==> src/rtl/multicycle_control_unit.sv <==
// Moore control FSM for the 16-bit multi-cycle processor: sequences fetch, decode,
// execute, memory and write-back, and keeps saturating debug counters.
module multicycle_control_unit #(
  parameter int unsigned CNT_W = 16
) (
  input  logic             CLK,
  input  logic             RST_N,
  input  logic [6:0]       input_opcode,
  input  logic             input_ALU_zero,
  output logic             output_PC_PCWrite,
  output logic             output_IR_write,
  output logic             output_IorD,
  output logic             output_mem_write,
  output logic             output_reg_write,
  output logic             output_MemToReg,
  output logic             output_ALUSrcA,
  output logic [1:0]       output_ALUSrcB,
  output logic [2:0]       output_ALUOp,
  output logic [1:0]       output_PCSource,
  output logic [3:0]       output_state,
  output logic             output_halted,
  output logic             output_illegal,
  output logic [CNT_W-1:0] output_instr_count,
  output logic [CNT_W-1:0] output_cycle_count
);

  typedef enum logic [3:0] {
    S_FETCH     = 4'd0,
    S_DECODE    = 4'd1,
    S_EXEC_R    = 4'd2,
    S_EXEC_I    = 4'd3,
    S_MEM_ADDR  = 4'd4,
    S_MEM_READ  = 4'd5,
    S_MEM_WB    = 4'd6,
    S_MEM_WRITE = 4'd7,
    S_RTYPE_WB  = 4'd8,
    S_BRANCH    = 4'd9,
    S_JUMP      = 4'd10,
    S_HALT      = 4'd11,
    S_ILLEGAL   = 4'd12
  } state_e;

  localparam logic [6:0] OP_ADD  = 7'h00;
  localparam logic [6:0] OP_SUB  = 7'h01;
  localparam logic [6:0] OP_AND  = 7'h02;
  localparam logic [6:0] OP_OR   = 7'h03;
  localparam logic [6:0] OP_ADDI = 7'h10;
  localparam logic [6:0] OP_LW   = 7'h20;
  localparam logic [6:0] OP_SW   = 7'h21;
  localparam logic [6:0] OP_BEQ  = 7'h30;
  localparam logic [6:0] OP_BNE  = 7'h31;
  localparam logic [6:0] OP_JUMP = 7'h40;
  localparam logic [6:0] OP_HALT = 7'h7F;

  localparam logic [2:0] ALU_ADD = 3'd0;
  localparam logic [2:0] ALU_SUB = 3'd1;

  localparam logic [1:0] SRCB_REGB = 2'd0;
  localparam logic [1:0] SRCB_ONE  = 2'd1;
  localparam logic [1:0] SRCB_IMM  = 2'd2;

  localparam logic [1:0] PCSRC_ALU    = 2'd0;
  localparam logic [1:0] PCSRC_ALUOUT = 2'd1;
  localparam logic [1:0] PCSRC_IMM    = 2'd2;

  localparam logic [CNT_W-1:0] CNT_MAX = '1;

  state_e           state_q, state_d;
  state_e           out_state;
  logic [CNT_W-1:0] instr_cnt_q, instr_cnt_d;
  logic [CNT_W-1:0] cycle_cnt_q, cycle_cnt_d;

  // State and counter registers with synchronous active-low reset.
  always_ff @(posedge CLK) begin
    if (!RST_N) begin
      state_q     <= S_FETCH;
      instr_cnt_q <= '0;
      cycle_cnt_q <= '0;
    end else begin
      state_q     <= state_d;
      instr_cnt_q <= instr_cnt_d;
      cycle_cnt_q <= cycle_cnt_d;
    end
  end

  // Next-state logic; the opcode is stable from DECODE onward.
  always_comb begin
    state_d = state_q;
    unique case (state_q)
      S_FETCH:  state_d = S_DECODE;
      S_DECODE: begin
        unique case (input_opcode)
          OP_ADD, OP_SUB, OP_AND, OP_OR: state_d = S_EXEC_R;
          OP_ADDI:                       state_d = S_EXEC_I;
          OP_LW, OP_SW:                  state_d = S_MEM_ADDR;
          OP_BEQ, OP_BNE:                state_d = S_BRANCH;
          OP_JUMP:                       state_d = S_JUMP;
          OP_HALT:                       state_d = S_HALT;
          default:                       state_d = S_ILLEGAL;
        endcase
      end
      S_EXEC_R:    state_d = S_RTYPE_WB;
      S_EXEC_I:    state_d = S_RTYPE_WB;
      S_MEM_ADDR:  state_d = (input_opcode == OP_SW) ? S_MEM_WRITE : S_MEM_READ;
      S_MEM_READ:  state_d = S_MEM_WB;
      S_MEM_WB:    state_d = S_FETCH;
      S_MEM_WRITE: state_d = S_FETCH;
      S_RTYPE_WB:  state_d = S_FETCH;
      S_BRANCH:    state_d = S_FETCH;
      S_JUMP:      state_d = S_FETCH;
      S_HALT:      state_d = S_HALT;
      S_ILLEGAL:   state_d = S_ILLEGAL;
      default:     state_d = S_ILLEGAL;
    endcase
  end

  // Saturating debug counters.
  always_comb begin
    instr_cnt_d = instr_cnt_q;
    cycle_cnt_d = cycle_cnt_q;
    if ((state_q == S_FETCH) && (instr_cnt_q != CNT_MAX)) begin
      instr_cnt_d = instr_cnt_q + CNT_W'(1);
    end
    if ((state_q != S_HALT) && (state_q != S_ILLEGAL) && (cycle_cnt_q != CNT_MAX)) begin
      cycle_cnt_d = cycle_cnt_q + CNT_W'(1);
    end
  end

  // While in reset the outputs present FETCH selects with every write strobe held low.
  assign out_state = RST_N ? state_q : S_FETCH;

  // Moore output decode; only the BRANCH PC strobe looks at the zero flag.
  always_comb begin
    output_PC_PCWrite = 1'b0;
    output_IR_write   = 1'b0;
    output_IorD       = 1'b0;
    output_mem_write  = 1'b0;
    output_reg_write  = 1'b0;
    output_MemToReg   = 1'b0;
    output_ALUSrcA    = 1'b0;
    output_ALUSrcB    = SRCB_REGB;
    output_ALUOp      = ALU_ADD;
    output_PCSource   = PCSRC_ALU;
    output_halted     = 1'b0;
    output_illegal    = 1'b0;
    unique case (out_state)
      S_FETCH: begin
        output_IR_write   = 1'b1;
        output_ALUSrcB    = SRCB_ONE;
        output_PC_PCWrite = 1'b1;
      end
      S_DECODE: output_ALUSrcB = SRCB_IMM;
      S_EXEC_R: begin
        output_ALUSrcA = 1'b1;
        output_ALUOp   = 3'({1'b0, input_opcode[1:0]});
      end
      S_EXEC_I, S_MEM_ADDR: begin
        output_ALUSrcA = 1'b1;
        output_ALUSrcB = SRCB_IMM;
      end
      S_MEM_READ: output_IorD = 1'b1;
      S_MEM_WB: begin
        output_reg_write = 1'b1;
        output_MemToReg  = 1'b1;
      end
      S_MEM_WRITE: begin
        output_IorD      = 1'b1;
        output_mem_write = 1'b1;
      end
      S_RTYPE_WB: output_reg_write = 1'b1;
      S_BRANCH: begin
        output_ALUSrcA    = 1'b1;
        output_ALUOp      = ALU_SUB;
        output_PCSource   = PCSRC_ALUOUT;
        output_PC_PCWrite = (input_opcode == OP_BNE) ? !input_ALU_zero : input_ALU_zero;
      end
      S_JUMP: begin
        output_PCSource   = PCSRC_IMM;
        output_PC_PCWrite = 1'b1;
      end
      S_HALT:    output_halted  = 1'b1;
      S_ILLEGAL: output_illegal = 1'b1;
      default:   output_illegal = 1'b1;
    endcase
    if (!RST_N) begin
      output_PC_PCWrite = 1'b0;
      output_IR_write   = 1'b0;
      output_mem_write  = 1'b0;
      output_reg_write  = 1'b0;
    end
  end

  assign output_state       = 4'(out_state);
  assign output_instr_count = instr_cnt_q;
  assign output_cycle_count = cycle_cnt_q;

endmodule

==> config.mk <==
export PLATFORM = sky130hd
export DESIGN_NAME = multicycle_control_unit
export DESIGN_NICKNAME = d
export VERILOG_FILES = /design/src/rtl/multicycle_control_unit.sv
export SDC_FILE = /design/constraint.sdc
export NUM_CORES = 1
export LEC_CHECK = 0
export CORE_MARGIN = 4
export CORE_UTILIZATION = 48
export DETAILED_ROUTE_END_ITERATION = 12
export PLACE_DENSITY = 0.8
export SLEW_MARGIN = 20
export SYNTH_ARGS = -nofsm -noshare
export SYNTH_HDL_FRONTEND = slang
export SYNTH_SLANG_ARGS = --single-unit
==> constraint.sdc <==
create_clock -name CLK -period 2.4 [get_ports CLK]
set_clock_uncertainty 0.05 [all_clocks]
set_input_delay 0.6 -clock CLK [delete_from_list [all_inputs] [get_ports CLK]]
set_output_delay 0.6 -clock CLK [all_outputs]
set_load 0.01 [all_outputs]
==> summary.md, run 1 <==
| Metric | Value |
|---|---|
| Kind of capture point of the worst setup path | primary output |
| Final Hold Fails | 0 |
| Leading register cell type out of synthesis | dfxtp_1 |
| CORE AREA | 4350 sq um |
| Global placement routability congestion | 0.919 |
| Startpoint of the most critical hold path | output_cycle_count[1] |
| Synth warn | 0 |
| Start of the worst register-to-register path | state_q[0] |
| Vias | about 2300 |
| Number of cell rows | 24 |
| Clock transition at the registers of the reported paths | ~0.070 ns |
| 1st-pass router iterations | 4 |
| Antenna violations before repair | 0 |
| Violations in the final reports | setup timing |
| Quantity of I/O buffers inserted on ports | 60 |
| Flops & latches, synth | 36 |
| Final Cycle Share | 1.00 |
| Number of antenna diodes | 0 |
| Cells after Synth | 282 |
| Sequential element share of the synthesized area | 0.333 |
| Signed area change from the synthesized netlist to the final layout | 45.6% |
| Max_cap viols | 0 |
| PnR Total Power | 1.61 mW |
| Maximum level of the CTS H-tree | 2 |
| Count of pins on the block boundary | 62 |
| Crit path max-delay family | simple AND/OR/NAND/NOR gates |
| Die span in y | 75.2 um |
| Crit path required time | 1.75 ns |
| Effective utilization at floorplan | 0.498 |
| Source-to-sink clock delay at the later pin of the worst-skew pair | roughly 0.28 ns |
| PnR worst setup slack | -0.0109 ns |
| Routed via count divided by cell count | about 5.6 |
| Startpoint kind of the worst setup timing path | primary input |
| CTS tree | yes |
| Count of placed standard cells including taps | 410 |
| Placed wire-length estimate after detailed placement | 4.36 mm |
| Clock root buffer master | clkbuf_8 |
| Average cell area after synthesis | 7.68 sq um |
| Ys async rst share | 0 |
| Via count of the first global-routing pass | roughly 2200 |
| Final Net Count | 378 |
| P_leak | 1.29 nW |
| Horizontal die dimension | 75.2 um |
| Syn Nets | approximately 300 |
| CTS buffer count | 5 |
| Leading cell type in the layout, fill and taps excluded | nor2_1 |
| Endpoint of the worst hold-timing path | output_cycle_count[1] |
| Post-synthesis instance area | 2170 sq um |
| Total setup violations reported at the end of the flow | 1 |
| Reg2reg path depth | 7 |
| Number of cells in the finished layout apart from fillers | 418 |
| Share of layout cells above drive strength 1 | 0.175 |
| Outcome | complete, but fails checks |
| Setup repair after global routing missed its margin | true |
| Max Clk Rate | 415 MHz |
| WL per Instance | 13.8 um |
| Cell type of the slowest stage on the worst timing path | nor4_4 |
| Total routing usage reported by global routing | 0.212 |
| Maximum number of pins on one net before global-route repair | 22 |
| Crit path cell chain | buf_8 > nor4_4 > nand4_1 > xnor2_2 > a211oi_2 > nor3_1 > buf_2 |
| Post-synth cell types | 49 |
| First-pass GRT wire length | 9.50 mm |
| GR Overflow Total | 0 |
| Commonest cells after routing, fill and taps aside | nor2_1, dfxtp_1, clkdlybuf4s50_1, nand2_1, buf_4 |
| Count of hold-fix buffers inserted at cts | 0 |
| Floorplan die area | 5650 sq um |
| Residual DRC count | 0 |
| Buffer and inverter count on the worst path | 2 |
| Total Wirelength | 5.76 mm |
| Max-slew headroom | 0.642 |
| Maximum VDD drop | 0.000248 V |
| Number of cells on the worst hold path | 2 |
| Placement Setup Slack | -0.803 ns |
| Number of max-slew violations in the final report | 0 |
| Violation count after the first detailed-routing iteration | 162 |
| Type of the worst setup path | primary input to primary output |
| Residual antenna-violating net count after detailed routing | 0 |
| Clock Path Buffers | 2 |
| R2R setup slack | roughly 0.30 ns |
| Min Tclk post-route | approximately 2.4 ns |
| Number of clock sinks | 36 |
| Critical Path AT | 1.76 ns |
| Biggest cell delay along the critical path | 0.29 ns |
| Reg-to-Reg End | output_cycle_count[11] |
| Post-synth EDFFs | 0 |
| Kind of path behind the tightest hold check | flop to flop |
| Total power density per cell area | 510 nW/um^2 |
| Worst Tran Pin Value | roughly 0.52 ns |
| Critical path peak fanout | 2 |
-- layout make-up --
| cell class | count | area, sq um |
|---|---|---|
| fill | 365 | 1200 |
| sequential | 36 | 722 |
| multi-input combinational | 223 | 1400 |
| tap | 52 | 65.1 |
| clock buffer | 7 | 96.3 |
| inverter | 9 | 33.8 |
| timing repair buffer | 91 | 837 |
-- flip-flops by register name, summed over array words and instances, names as in the netlist --
signal and flops:
output_instr_count 16, output_cycle_count 16, state_q 4
-- where the power goes --
group / internal (mW) / leakage (nW) / switching, mW / total [mW]
Combinational: 0.232 / 0.950 / 0.240 / 0.471
Sequential: 0.630 / 0.292 / 0.0426 / 0.673
Clock: 0.256 / 0.0503 / 0.207 / 0.463
Total: 1.12 / 1.29 / 0.490 / 1.61
-- how the worst max path moves through the flow --
stage	from	end	cells past startpoint
2_1_floorplan	input_opcode[1]	output_PC_PCWrite	5
3_3_place_gp	input_opcode[1]	output_PC_PCWrite	7
3_5_place_dp	input_opcode[2]	output_PC_PCWrite	7
4_1_cts	input_opcode[1]	output_PC_PCWrite	7
5_1_grt	input_opcode[2]	output_PC_PCWrite	7
6_report	input_opcode[2]	output_PC_PCWrite	7
-- metrics by stage --
| step | util | hold WS (ns) | setup TNS (ns) | cell area, sq um |
|---|---|---|---|---|
| after global placement | 0.693 | 0.430 | -6.40 | 3020 |
| after CTS | 0.719 | 0.445 | -0.176 | 3130 |
| after detailed placement | 0.693 | 0.435 | -6.70 | 3020 |
| after global routing | 0.724 | 0.487 | -0.132 | 3150 |
| final | 0.724 | 0.441 | -0.0109 | 3150 |
| after floorplan | - | 0.451 | 0 | 2170 |
-- kinds of logic (layout without fill, tap and decap cells) --
family / Yosys count / after routing / synth area share
XOR/XNOR: 18 / 18 / 0.0728
other: 1 / 1 / 0.00173
buffers and inverters: 23 / 107 / 0.0433
flip-flops: 36 / 36 / 0.333
adder cells (fa/ha/maj): 2 / 2 / 0.0115
AO/OA/AOI/OAI: 42 / 42 / 0.131
AND/OR/NAND/NOR: 153 / 153 / 0.375
multiplexers: 7 / 7 / 0.0323
-- Yosys cell counts, types with 2 or more instances --
cell	instances	area, sq um
nand2_1	32	120
and2_1	3	18.8
o21ai_0	8	40.0
o41ai_1	2	17.5
or3_1	2	12.5
ha_1	2	25.0
buf_4	2	15.0
a31oi_1	2	12.5
or4_1	2	15.0
nand4_1	9	56.3
and3_1	4	25.0
a311oi_1	2	17.5
dfxtp_1	36	721
and4_1	3	26.3
clkbuf_1	12	45.0
xnor2_1	15	131
nor2b_1	4	25.0
inv_1	9	33.8
a31o_2	2	17.5
nor4_1	9	56.3
nor3_1	13	65.1
nor2_1	37	139
xor2_1	3	26.3
a211oi_1	3	22.5
nor4_4	2	42.5
a21oi_1	12	60.1
nand2b_1	10	62.6
mux2i_1	7	70.1
nand3_1	15	75.1
-- metal layers --
metal / GRT usage / up-vias / part of all wire
li1: - / 1176 / -
met4: 0.0796 / 0 / 0.020
met5: 0 / - / 0
met2: 0.357 / 73 / 0.49
met1: 0.260 / 1069 / 0.44
met3: 0.0561 / 10 / 0.053
-- worst register-to-register path, delay by kind of cell, from the launching register on --
family	cells	cell delay [ns]
buf+inv	2	0.31
simple gates	3	0.95
flops	1	0.34
compound gates	2	0.35
-- timing repair --
item / 4_1_cts / 5_1_grt
gates resized for setup: 50 / 23
pin swaps: 4 / 5
buffers inserted: 1 / 0
setup endpoints to repair: 19 / 5
Note: power is estimated with default switching activity, not from simulation.
==> run 2: changes to the inputs <==
--- a/config.mk
+++ b/config.mk
@@ -8,7 +8,9 @@
 export CORE_MARGIN = 4
 export CORE_UTILIZATION = 48
 export DETAILED_ROUTE_END_ITERATION = 12
+export HOLD_SLACK_MARGIN = 0.06
 export PLACE_DENSITY = 0.8
+export SKIP_CTS_REPAIR_TIMING = 1
 export SLEW_MARGIN = 20
 export SYNTH_ARGS = -nofsm -noshare
 export SYNTH_HDL_FRONTEND = slang
==> summary.md, run 2 (synthesis results as in run 1) <==
| Metric | Value |
|---|---|
| Outcome | complete, but fails checks |
| Violations in the final reports | setup timing |
| WL per Instance | between 10 and 15 um |
| Count of pins on the block boundary | just over 60 |
| Register area | 723 sq um |
| Number of cells in the finished layout apart from fillers | 418 |
| Max_cap viols | 0 |
| First-pass GRT wire length | approximately 9.4 mm |
| Final Cycle Share | 1.05 |
| Final Hold Fails | 0 |
| Crit path cell chain | clkdlybuf4s50_1 > nand4_1 > xnor2_1 > a211oi_1 > nor3_1 > buf_2 |
| Horizontal die dimension | 75.2 um |
| Total setup violations reported at the end of the flow | 2 |
| Fraction of power consumed by sequential logic | 0.416 |
| Share of layout cells above drive strength 1 | 0.142 |
| Effective utilization at floorplan | 0.498 |
| Number of cell rows | 24 |
| Max-slew headroom | 0.643 |
| Violation count after the first detailed-routing iteration | between 150 and 200 |
| Number of max-slew violations in the final report | 0 |
| Floorplan die area | 5650 sq um |
| 1st-pass router iterations | 4 |
| Number of clock sinks | 36 |
| Maximum VDD drop | 0.000250 V |
| Residual antenna-violating net count after detailed routing | 0 |
| Total power density per cell area | 508 nW/um^2 |
| Quantity of I/O buffers inserted on ports | 60 |
| Number of cells on the worst hold path | 2 |
| Kind of capture point of the worst setup path | primary output |
| Critical Path AT | 1.86 ns |
| Maximum number of pins on one net before global-route repair | 22 |
| Internal power contribution | 1.13 mW |
| Clock Path Buffers | 2 |
| Source-to-sink clock delay at the later pin of the worst-skew pair | 0.28 ns |
| Global placement routability congestion | a little over 0.9 |
| Clock transition at the registers of the reported paths | roughly 0.070 ns |
| Clock network fraction of design power | 0.287 |
| Cell type of the slowest stage on the worst timing path | clkdlybuf4s50_1 |
| Final core occ | 0.732 |
| Kind of path behind the tightest hold check | flop to flop |
| Startpoint kind of the worst setup timing path | primary input |
| Count of placed standard cells including taps | 410 |
| Leading cell type in the layout, fill and taps excluded | clkdlybuf4s50_1 |
| GR Overflow Total | 0 |
| Antenna violations before repair | 0 |
| Reg-to-Reg End | output_cycle_count[11] |
| Type of the worst setup path | primary input to primary output |
| Routed via count divided by cell count | 5.54 |
| Worst Tran Pin Value | 0.536 ns |
| Reg2reg path depth | 7 |
| Commonest cells after routing, fill and taps aside | clkdlybuf4s50_1, nor2_1, dfxtp_1, nand2_1, buf_4 |
| R2R setup slack | 0.32 ns |
| Maximum level of the CTS H-tree | 2 |
| Combinational Power Share | 0.296 |
| Switch share | 0.303 |
| PnR worst setup slack | -0.111 ns |
| Startpoint of the most critical hold path | output_cycle_count[1] |
| Residual DRC count | 0 |
| Min Tclk post-route | 2.51 ns |
| Critical path peak fanout | 2 |
| CORE AREA | 4350 sq um |
| Switching power total | 0.490 mW |
| Area of combinational cells with multiple inputs | 1380 sq um |
| Via count of the first global-routing pass | 2134 |
| Vias | ~2300 |
| Setup repair after global routing missed its margin | true |
| Start of the worst register-to-register path | state_q[0] |
| Clock root buffer master | clkbuf_8 |
| Biggest cell delay along the critical path | about 0.53 ns |
| Final Net Count | 378 |
| Die span in y | approximately 75 um |
| Filler Cell Count | 351 |
| Total Wirelength | 5.76 mm |
| Placed wire-length estimate after detailed placement | 4.36 mm |
| Max Clk Rate | about 400 MHz |
| Number of antenna diodes | 0 |
| Crit path max-delay family | buffers and inverters |
| Endpoint of the worst hold-timing path | output_cycle_count[1] |
| Signed area change from the synthesized netlist to the final layout | 47.1% |
| P_leak | 1.47 nW |
| Buffer and inverter count on the worst path | 2 |
| Total routing usage reported by global routing | 0.210 |
| Crit path required time | 1.75 ns |
| CTS tree | yes |
| CTS buffer count | 5 |
-- run 2: cell types whose count changed in the layout (fill, tap and decap cells not counted), sizes merged, moves of 2 or more --
| cell | change |
|---|---|
| buf | -3 |
| clkbuf | -2 |
| clkdlybuf4s15 | -5 |
| clkdlybuf4s50 | +5 |
| dlygate4sd2 | -9 |
| dlymetal6s2s | +15 |
-- run 2: power by group through the flow --
stage / Sequential [mW] / Combinational (mW) / Clock (mW)
after floorplan: 0.683 / 0.243 / 0
after global placement: 0.684 / 0.469 / 0
after detailed placement: 0.685 / 0.476 / 0
after CTS: 0.671 / 0.479 / 0.478
after global routing: 0.680 / 0.524 / 0.499
final: 0.674 / 0.480 / 0.465
-- run 2: worst max-delay path by stage --
stage                                from                end  slack [ns]  cells past startpoint
after global routing      input_opcode[6]  output_PC_PCWrite       -0.20                      7
after floorplan           input_opcode[1]  output_PC_PCWrite        0.07                      5
after detailed placement  input_opcode[2]  output_PC_PCWrite       -0.80                      7
final                     input_opcode[4]  output_PC_PCWrite       -0.11                      6
after CTS                 input_opcode[2]  output_PC_PCWrite       -0.82                      7
after global placement    input_opcode[1]  output_PC_PCWrite       -0.71                      7
-- run 2: per-layer routing --
layer / share of wire / global-route usage / routed length [um]
met4: 0.023 / 0.0757 / 131
met5: 0 / 0 / 0
met2: 0.48 / 0.352 / 2790
met3: 0.052 / 0.0574 / 302
met1: 0.44 / 0.257 / 2540
-- run 2: stage by stage --
stage               total power, mW  worst slack [ns]  cell area, sq um  hold WS (ns)  TNS [ns]
floorplan                     0.926            0.0679              2170         0.451         0
global placement               1.15            -0.713              3020         0.430     -6.40
detailed placement             1.16            -0.803              3020         0.435     -6.70
CTS                            1.63            -0.819              3110         0.445     -6.64
global route                   1.70            -0.195              3190         0.487    -0.371
finish                         1.62            -0.111              3190         0.442    -0.186
-- run 2: area by class of cell --
class / count / share of cell area
repair buffers: 91 / 0.279
multi-input cells: 223 / 0.432
clock buffers: 7 / 0.0302
inverters: 9 / 0.0106
flip-flops and latches: 36 / 0.227
well taps: 52 / 0.0204
-- run 2: worst reg2reg max path, stage by stage (launching register included) --
cell and delay [ns]:
dfxtp_1 0.34, buf_4 0.14, buf_4 0.16, nand4bb_1 0.18, nand3_1 0.25, nor4_1 0.51, a21oi_1 0.13, a31o_2 0.22
